--- src/rtl/uart_transmitter.sv ---
// UART transmitter: start bit, N data bits LSB first, optional parity, stop period.
// Bit timing comes from the shared oversampling strobe; all outputs are registered.
module uart_transmitter #(
   parameter int unsigned N          = 8,
   parameter int unsigned OVERSAMPLE = 16,
   parameter int unsigned SB_TICK    = 16,
   parameter int unsigned PARITY_EN  = 0,
   parameter int unsigned PARITY_ODD = 0
) (
   input  logic         clk,
   input  logic         rst,
   input  logic         tx_start,
   input  logic         sample_tick,
   input  logic [N-1:0] din,
   output logic         tx,
   output logic         busy,
   output logic         tx_done
);

   localparam int unsigned TickMax = (OVERSAMPLE > SB_TICK) ? OVERSAMPLE : SB_TICK;
   localparam int unsigned TickW   = (TickMax > 1) ? $clog2(TickMax) : 1;
   localparam int unsigned BitW    = (N > 1) ? $clog2(N) : 1;

   localparam logic [TickW-1:0] BitLast  = TickW'(OVERSAMPLE - 1);
   localparam logic [TickW-1:0] StopLast = TickW'(SB_TICK - 1);
   localparam logic [BitW-1:0]  DataLast = BitW'(N - 1);
   localparam logic             OddPar   = (PARITY_ODD != 0);

   typedef enum logic [2:0] {StIdle, StStart, StData, StParity, StStop} state_e;

   state_e           state_q;
   logic [TickW-1:0] tick_q;
   logic [BitW-1:0]  bit_q;
   logic [N-1:0]     shift_q;
   logic             parity_q;

   always_ff @(posedge clk) begin
      if (rst) begin
         state_q  <= StIdle;
         tick_q   <= '0;
         bit_q    <= '0;
         shift_q  <= '0;
         parity_q <= 1'b0;
         tx       <= 1'b1;
         busy     <= 1'b0;
         tx_done  <= 1'b0;
      end else begin
         tx_done <= 1'b0;
         case (state_q)
            StIdle: begin
               tx   <= 1'b1;
               busy <= 1'b0;
               // A tick on the acceptance edge is deliberately not counted.
               if (tx_start) begin
                  shift_q  <= din;
                  parity_q <= (^din) ^ OddPar;
                  tick_q   <= '0;
                  bit_q    <= '0;
                  tx       <= 1'b0;
                  busy     <= 1'b1;
                  state_q  <= StStart;
               end
            end
            StStart: begin
               if (sample_tick) begin
                  if (tick_q == BitLast) begin
                     tick_q  <= '0;
                     bit_q   <= '0;
                     tx      <= shift_q[0];
                     state_q <= StData;
                  end else begin
                     tick_q <= tick_q + 1'b1;
                  end
               end
            end
            StData: begin
               if (sample_tick) begin
                  if (tick_q == BitLast) begin
                     tick_q <= '0;
                     if (bit_q == DataLast) begin
                        if (PARITY_EN != 0) begin
                           tx      <= parity_q;
                           state_q <= StParity;
                        end else begin
                           tx      <= 1'b1;
                           state_q <= StStop;
                        end
                     end else begin
                        bit_q   <= bit_q + 1'b1;
                        shift_q <= shift_q >> 1;
                        tx      <= shift_q[1];
                     end
                  end else begin
                     tick_q <= tick_q + 1'b1;
                  end
               end
            end
            StParity: begin
               if (sample_tick) begin
                  if (tick_q == BitLast) begin
                     tick_q  <= '0;
                     tx      <= 1'b1;
                     state_q <= StStop;
                  end else begin
                     tick_q <= tick_q + 1'b1;
                  end
               end
            end
            StStop: begin
               tx <= 1'b1;
               if (sample_tick) begin
                  if (tick_q == StopLast) begin
                     tick_q  <= '0;
                     busy    <= 1'b0;
                     tx_done <= 1'b1;
                     state_q <= StIdle;
                  end else begin
                     tick_q <= tick_q + 1'b1;
                  end
               end
            end
            default: begin
               tx      <= 1'b1;
               busy    <= 1'b0;
               state_q <= StIdle;
            end
         endcase
      end
   end

endmodule

--- config.mk ---
export PLATFORM = sky130hd
export DESIGN_NAME = uart_transmitter
export DESIGN_NICKNAME = d
export VERILOG_FILES = /design/src/rtl/uart_transmitter.sv
export SDC_FILE = /design/constraint.sdc
export NUM_CORES = 1
export LEC_CHECK = 0
export ABC_AREA = 1
export CAP_MARGIN = 20
export CORE_AREA = 2 2 66 80
export CTS_CLUSTER_DIAMETER = 40
export CTS_CLUSTER_SIZE = 8
export DETAILED_ROUTE_END_ITERATION = 10
export DIE_AREA = 0 0 68 82
export GPL_TIMING_DRIVEN = 0
export PLACE_DENSITY = 0.51
export REMOVE_ABC_BUFFERS = 1
export SLEW_MARGIN = 20
export SYNTH_ARGS = -nofsm -noshare
export SYNTH_HDL_FRONTEND = slang
export SYNTH_SLANG_ARGS = --single-unit
--- constraint.sdc ---
create_clock -name clk -period 3.6 [get_ports clk]
set_input_delay 0.72 -clock clk [delete_from_list [all_inputs] [get_ports clk]]
set_output_delay 0.72 -clock clk [all_outputs]
set_load 0.05 [all_outputs]
== Yosys cells after proc, flatten, opt, wreduce, memory -nomap -nowiden ==
Index checks and enable logic that the tools add are counted.

* $add $sub $neg: 2
* Equality and inequality tests: 18
* Mux-type cells: 39
* Bitwise gates (word level): 3
* Reduce and logical (&&, ||, !) cells: 13

{| class="wikitable"
|+ Operator list
! operator !! count
|-
| two-way mux 3 bit || 14
|-
| two-way mux 8 bit || 4
|-
| != test 2 bit, second input constant || 11
|-
| case mux 8 bit (2 select lines) || 1
|-
| case mux 3 bit (5 select lines) || 1
|-
| two-way mux 1 bit || 12
|-
| two-way mux 4 bit || 3
|-
| AND reduction 10 bit || 1
|-
| case mux 3 bit (3 select lines) || 1
|-
| case mux 4 bit (2 select lines) || 1
|-
| AND reduction 7 bit || 1
|-
| equality test 3 x 2 -> 1 bit, second input constant || 2
|-
| equality test 3 bit, second input constant || 2
|-
| AND reduction 3 bit || 2
|-
| AND reduction 6 bit || 1
|-
| OR reduction 3 bit || 2
|-
| AND reduction 5 bit || 1
|-
| adder 4 x 1 -> 4 bit, second input constant || 1
|-
| equality test 4 bit, second input constant || 1
|-
| case mux 1 bit (4 select lines) || 1
|-
| nonzero test 2 bit || 2
|-
| OR reduction 4 bit || 1
|-
| adder 3 x 1 -> 3 bit, second input constant || 1
|-
| equality test 3 x 1 -> 1 bit, second input constant || 1
|-
| other kinds (5) || 7
|}

* Register bits after elaboration: 21
* Input port bits: 12
* Output and inout port bits: 3
* Word-level logic and storage cells: 82

== Logic depth before layout (Yosys ltp) ==
Gate-level depths: netlist of run 1.

* Word-level depth: 5
* Mapped depth: 10
* Gate-level depth less buffers: 10

== Least setup slack after synthesis of run 1 ==
Ideal clock, no wire load.

* Path type: in2reg
* Start point: input sample_tick
* End point: register state_q[0]
* Setup time: 0.113 ns
* Data arrival time: 1.358 ns
* Required time: 3.487 ns
* Setup slack: 2.129 ns
* Stages on the path: 7
* Path buffers: 0
* Cell sequence: inv_1 > nand3_1 > nand2_2 > nor2_1 > nand2_1 > nor2_1 > nor2_1

* Cells in the longest elaborated chain, start to end: 2
* Elaborated cells between the ends (all ways): 5

{| class="wikitable"
|+ RTL lines
! item !! line !! source
|-
| start, declared || 13 || <nowiki>input logic sample_tick,</nowiki>
|-
| != test 2 bit (no line) || - ||
|-
| AND reduction 10 bit (no line) * || - ||
|-
| end signal, assigned || 39 || <nowiki>state_q <= StIdle;</nowiki>
|-
| end signal, assigned || 61 || <nowiki>state_q <= StStart;</nowiki>
|-
| end signal, assigned || 70 || <nowiki>state_q <= StData;</nowiki>
|-
| end, declared || 31 || <nowiki>state_e state_q;</nowiki>
|}

Every way passes the cells marked *; elsewhere a longest branch is shown, timed or not.
A chain may end at the register's enable or synchronous reset.

== Worst setup path in the final report of run 1 ==
* Start point: register tx
* End point: output tx

{| class="wikitable"
|+ RTL lines
! item !! line !! source
|-
| start, declared || 15 || <nowiki>output logic tx,</nowiki>
|-
| start signal, assigned || 69 || <nowiki>tx <= shift_q[0];</nowiki>
|-
| start signal, assigned || 82 || <nowiki>tx <= parity_q;</nowiki>
|-
| start signal, assigned || 91 || <nowiki>tx <= shift_q[1];</nowiki>
|}

No word-level cell between the ends.

==> summary.md, run 1 <==
| Metric | Value |
|---|---|
| Status | finished clean |
| Root Buffer | clkbuf_8 |
| GRT overflow | 0 |
| Hold slack final | 0.4682 ns |
| CTS Buf Count | 3 |
| Min Tclk post-route | 2.122 ns |
| Hold Startpoint | busy$_SDFFE_PP0P_ |
| CP max stage cell | clkdlybuf4s50_1 |
| Power density cells | 960.4 nW/um2 |
| Reg area | 420.4 um2 |
| Most common cell after layout, fill and taps aside | nand2_1 |
| Die area | 5576 um2 |
| DR pass1 iterations | 4 |
| Hold path depth | 2 |
| Core region area | 4835 um2 |
| Vias/cell | 4.398 |
| Setup crit start kind | flop |
| Register bit total from synthesis | 21 |
| Multi-input gate area | 716.9 um2 |
| Port bufs | 14 |
| Die X | 68 um |
| Total power | 0.001394 W |
| Critical path, cell by cell | clkdlybuf4s50_1 |
| Fin crit share | 58.94% |
| Share of cells above drive strength 1 | 7.767% |
| Worst-Skew Late Latency | 0.27 ns |
| TNS Setup | 0 ns |
| Endpoints failing hold | 0 |
| Ant diodes | 0 |
| Netlist cell types | 21 |
| Hold_buf cts | 0 |
| CTS tree | yes |
| Vias | 1170 |
| Worst Tran Pin Value | 0.5190 ns |
| WS Path Type | flop to primary output |
| CP bufs+invs | 1 |
| Hold Crit Class | flop to flop |
| Worst vdd ir | 0.2421 mV |
| Die Y | 82 um |
| DP Area | about 1400 um2 |
| HPWL after detailed placement | 1964 um |
| First-pass GRT wire length | 4899 um |
| Max Fclk | ~470 MHz |
| Area Growth Syn to Fin | 20.96% |
| Sequential-to-total area share from yosys stat | between 30% and 40% |
| Leak | 0.6904 nW |
| Drt total wl | 2703 um |
| Critical Path End Type | primary output |
| Worst-path clk slew | 0.09 ns |
| CP delay by family, top | buffers and inverters |
| Drt drc | 0 |
| Routed WL per cell | 10.16 um |
| Worst r2r src | tick_q[0]$_SDFFE_PP0P_ |
| Mean area per synthesized cell | 6.315 um2 |
| H-tree depth | 1 |
| Critical path fanouts, max | 2 |
| Initial DRC Count | 42 |
| Post-cts sizing count | 0 |
| Post-Layout Inst Area | 1451 um2 |
| Fin Clk Skew | 0.01160 ns |
| Crit path largest cell delay | 0.80 ns |
| Post-synthesis instance total | 190 |
| Mapped Area | 1200 um2 |
| Max-slew headroom | 65.36% |
| Number of global-route vias before repair | around 1100 |
| Antenna Nets Post-Route | 0 |
| Gp weighted congestion | 0.8299 |
| Synth warnings | 0 |
| Initial antenna violation count | 0 |
| Worst setup path startpoint | tx$_SDFFE_PP1P_ |
| Clock tree buffer depth | 2 |
| Rows | 28 |
| Most frequent cells in the layout | 60 x nand2_1, 39 x nor2_1, 21 x dfxtp_1, 14 x clkdlybuf4s50_1, 12 x o21ai_0 |
| Required @ worst endpoint | 2.88 ns |
| Gr usage total | 11.43% |
| RSZ-0062 raised after global routing | false |
| CP arrival | 1.40 ns |
| Filler instances | 575 |
| Post-CTS setup buffers | 0 |
| Largest net degree at the start of global routing | 19 |
| Initial core utilization | 24.82% |
| IO Count | 15 |
| R2R cell count | 9 |
| Critical path depth | 1 |
| CTS sink cnt | 21 |
| Final Slew Violations | 0 |
| Max Cap Viol | 0 |
| Fin nets | ~220 |
| Setup violations, final | 0 |
## power breakdown
group	leakage (nW)	total [W]	switching, W	internal, W
sequential	0.173	0.000412	0.0000748	0.000337
combinational	0.492	0.000821	0.000546	0.000275
clock	0.0255	0.000161	0.0000842	0.0000772
total	0.690	0.00139	0.000705	0.000689
## synthesized netlist by cell type
library cell | number | area (um2)
a21oi_1 | 6 | 30.03
inv_2 | 4 | 15.01
or2_0 | 2 | 12.51
nand3_2 | 3 | 30.03
nand3b_1 | 1 | 7.510
nand2_1 | 60 | 225.2
nand3_1 | 11 | 55.05
ha_1 | 3 | 37.54
o21ai_0 | 12 | 60.06
xor2_1 | 1 | 8.760
nor3_1 | 7 | 35.03
inv_1 | 10 | 37.54
nor2_1 | 39 | 146.4
nor4_1 | 1 | 6.260
nand4_1 | 1 | 6.260
dfxtp_1 | 21 | 420.4
nor2_4 | 2 | 22.52
buf_2 | 2 | 10.01
o21ai_1 | 1 | 5.000
nand2_4 | 2 | 22.52
nand2_2 | 1 | 6.260
## kinds of logic (layout without fill, tap and decap cells)
group / after synthesis / count (layout) / share of synthesized area (%)
adder cells (fa/ha/maj): 3 / 3 / 3.129
AO/OA/AOI/OAI: 19 / 19 / 7.925
AND/OR/NAND/NOR: 130 / 130 / 47.97
XOR/XNOR: 1 / 1 / 0.7301
buffers and inverters: 16 / 32 / 5.214
flip-flops: 21 / 21 / 35.04
## per-layer routing
layer  track usage, %  wire (um)  vias to the layer above
met4            4.200         25                        0
met2            19.61       1305                       11
met5                0          0                        -
met1            14.01       1302                      518
li1                 -          -                      639
met3            2.055         71                        2
## final timing paths
path	end	slack [ns]
worst max-delay path	tx	1.48
worst min register to register	busy$_SDFFE_PP0P_	0.47
worst max register to register	state_q[0]$_SDFFE_PP0P_	1.86
worst min-delay path	busy$_SDFFE_PP0P_	0.47
## layout make-up
class | instances | share of cell area [%]
repair buffers | 14 | 9.655
clock buffers | 3 | 2.845
flip-flops and latches | 21 | 28.97
inverters | 14 | 3.621
multi-input cells | 153 | 49.40
well taps | 60 | 5.172
clock inverters | 1 | 0.3448
## stage by stage
step / instances / worst slack (ns) / util, %
2_1_floorplan: 188 / 2.129 / -
3_3_place_gp: 262 / 1.375 / 29.06
3_5_place_dp: 262 / 1.380 / 29.06
4_1_cts: 266 / 1.464 / 30.02
5_1_grt: 266 / 1.428 / 30.02
6_report: 266 / 1.478 / 30.02
## flip-flops by register name, indices dropped and copies added, names as in the netlist
name / count
shift_q: 8
tick_q: 4
bit_q: 3
state_q: 3
busy: 1
tx: 1
tx_done: 1
Power figures use the tool's default switching activity.
==> run 2: changes to the inputs <==
--- a/config.mk
+++ b/config.mk
@@ -13,7 +13,7 @@
 export DETAILED_ROUTE_END_ITERATION = 10
 export DIE_AREA = 0 0 68 82
 export GPL_TIMING_DRIVEN = 0
-export PLACE_DENSITY = 0.51
+export PLACE_DENSITY = 0.53
 export REMOVE_ABC_BUFFERS = 1
 export SLEW_MARGIN = 20
 export SYNTH_ARGS = -nofsm -noshare
==> constraint.sdc (replaced) <==
create_clock -name clk -period 1.8 [get_ports clk]
set_input_delay 0.36 -clock clk [delete_from_list [all_inputs] [get_ports clk]]
set_output_delay 0.36 -clock clk [all_outputs]
set_load 0.05 [all_outputs]
==> summary.md, run 2 (synthesized netlist as in run 1, its figures left out) <==
| Metric | Value |
|---|---|
| Met2 Use GR | between 20% and 30% |
| Max Cap Viol | 0 |
| Most common cell after layout, fill and taps aside | nand2_1 |
| Global Route met1 Usage | 14.24% |
| Fin crit share | roughly 90% |
| Area Growth Syn to Fin | 22.84% |
| Setup crit start kind | flop |
| Internal power | 0.001389 W |
| Gate power share | between 50% and 60% |
| Critical Path End Type | flop |
| Initial antenna violation count | 0 |
| Largest register FFs | 8 |
| Clock tree buffer depth | 2 |
| CP max stage cell | dfxtp_1 |
| Worst r2r src | state_q[2]$_SDFFE_PP0P_ |
| CTS sink cnt | 21 |
| Max Fclk | 622.7 MHz |
| Hold Startpoint | busy$_SDFFE_PP0P_ |
| WS Path Type | flop to flop |
| Root Buffer | clkbuf_8 |
| RSZ-0062 raised after global routing | false |
| Vias | 1160 |
| Leak | 0.7304 nW |
| Gp weighted congestion | 0.8070 |
| Status | finished clean |
| Worst-Skew Late Latency | around 0.27 ns |
| Multi-input gate area | 732.0 um2 |
| Rows | 28 |
| Antenna Nets Post-Route | 0 |
| Finished Core Util | around 30% |
| R2R cell count | 8 |
| Die X | 68 um |
| HPWL after detailed placement | 2023 um |
| Post-cts sizing count | 0 |
| Crit path largest cell delay | 0.48 ns |
| Placement-stage worst setup slack | -0.06727 ns |
| Psw | 0.001418 W |
| Die area | 5576 um2 |
| Fin Clk Skew | about 0.013 ns |
| Required @ worst endpoint | 2.01 ns |
| Hold slack final | 0.4633 ns |
| First-pass GRT wire length | roughly 5100 um |
| Sequential share of power | 29.4% |
| Power density cells | 1904 nW/um2 |
| H-tree depth | 1 |
| Core region area | a little under 5000 um2 |
| IO Count | 15 |
| Fin nets | 222 |
| CP bufs+invs | 2 |
| Reg area | roughly 420 um2 |
| R2r endpoint | shift_q[6]$_SDFFE_PP0P_ |
| Worst Tran Pin Value | 0.5426 ns |
| Final Slew Violations | 0 |
| Critical path fanouts, max | 13 |
| Post-CTS setup buffers | 0 |
| CP delay by family, top | simple AND/OR/NAND/NOR gates |
| Share of cells above drive strength 1 | around 8.7% |
| DP Area | 1405 um2 |
| Drt drc | 0 |
| Clock power share | between 10% and 20% |
| GR Util met3 | 2.329% |
| CTS tree | yes |
| Max-slew headroom | 63.79% |
| Port bufs | 14 |
| Min Tclk post-route | between 1.5 and 2 ns |
| Largest register by flop count | shift_q |
| Number of global-route vias before repair | 1167 |
| Hold_buf cts | 0 |
| Die Y | 82 um |
| CTS Buf Count | 3 |
| Worst hold path endpoint | busy$_SDFFE_PP0P_ |
| CP arrival | about 1.8 ns |
| Largest net degree at the start of global routing | 19 |
| Hold path depth | 2 |
| Setup violations, final | 0 |
| Initial DRC Count | 44 |
| DR pass1 iterations | 4 |
| Ant diodes | 0 |
| Hold Crit Class | flop to flop |
| Gr usage total | 11.98% |
| Vias/cell | 4.361 |
| Critical path, cell by cell | inv_2, nand3_4, inv_2, nand2_4, nand2_4, nor2_4, o21ai_0, nor2_1 |
| Post-Layout Inst Area | 1474 um2 |
| Worst vdd ir | 0.5693 mV |
| Initial core utilization | 24.82% |
| Post-route setup slack | roughly 0.19 ns |
| Top flop regs | shift_q: 8 flops, tick_q: 4 flops |
| Drt total wl | between 2000 and 3000 um |
| Most frequent cells in the layout | 60 x nand2_1, 38 x nor2_1, 21 x dfxtp_1, 12 x o21ai_0, 11 x clkdlybuf4s50_1 |
| Filler instances | 566 |
| Routed WL per cell | 10.29 um |
| Worst reg-to-reg setup slack | 0.19 ns |
| Busiest grt layer | met2 |
| Switching share of power | between 50% and 60% |
| Endpoints failing hold | 0 |
| Worst-path clk slew | 0.09 ns |
| GRT overflow | 0 |
run 2: cell count changes in the layout (fill, tap and decap cells not counted):
| cell | before | now |
|---|---|---|
| clkdlybuf4s50_1 | 14 | 11 |
| dlymetal6s2s_1 | 0 | 3 |
| nor2_2 | 0 | 1 |
| nor2_1 | 39 | 38 |
| nand3_1 | 11 | 10 |
| nand3_4 | 0 | 1 |
run 2: worst reg2reg max path, stage by stage (launching register included):
cell     delay, ns
dfxtp_1       0.48
inv_2         0.12
nand3_4       0.18
inv_2         0.14
nand2_4       0.09
nand2_4       0.09
nor2_4        0.22
o21ai_0       0.11
nor2_1        0.12
run 2: final cells by class:
type | instances | area share, %
Multi-Input combinational cell | 153 | 49.66
Sequential cell | 21 | 28.52
Timing Repair Buffer | 14 | 10.02
Tap cell | 60 | 5.093
Clock inverter | 1 | 0.3396
Inverter | 14 | 3.565
Clock buffer | 3 | 2.801
run 2: worst max-delay path by stage:
| stage | from | to | slack (ns) | cells after the start |
|---|---|---|---|---|
| floorplan | tick_q[0]$_SDFFE_PP0P_ | state_q[0]$_SDFFE_PP0P_ | 0.38 | 8 |
| global placement | sample_tick | state_q[0]$_SDFFE_PP0P_ | -0.05 | 9 |
| detailed placement | tx_start | shift_q[6]$_SDFFE_PP0P_ | -0.07 | 6 |
| CTS | tx$_SDFFE_PP1P_ | tx | 0.02 | 1 |
| global route | state_q[2]$_SDFFE_PP0P_ | shift_q[6]$_SDFFE_PP0P_ | 0.007 | 8 |
| finish | state_q[2]$_SDFFE_PP0P_ | shift_q[6]$_SDFFE_PP0P_ | 0.19 | 8 |
run 2: power by group through the flow:
stage	Combinational (W)	Sequential (W)	Clock, W
after floorplan	0.00126	0.000850	0
after global placement	0.00164	0.000830	0
after detailed placement	0.00166	0.000830	0
after CTS	0.00167	0.000822	0.000338
after global routing	0.00199	0.000855	0.000360
final	0.00166	0.000825	0.000321
run 2: metal layers:
metal | vias to the layer above | routed length, um
li1 | 642 | -
met1 | 499 | 1310
met2 | 15 | 1283
met3 | 4 | 103
met4 | 0 | 41
met5 | - | 0
run 2: stage by stage:
step / std cells / total power [W] / TNS, ns
after floorplan: 188 / 0.002111 / 0
after global placement: 262 / 0.002474 / -0.4213
after detailed placement: 262 / 0.002490 / -0.4719
after CTS: 266 / 0.002826 / 0
after global routing: 266 / 0.003200 / 0
final: 266 / 0.002806 / 0
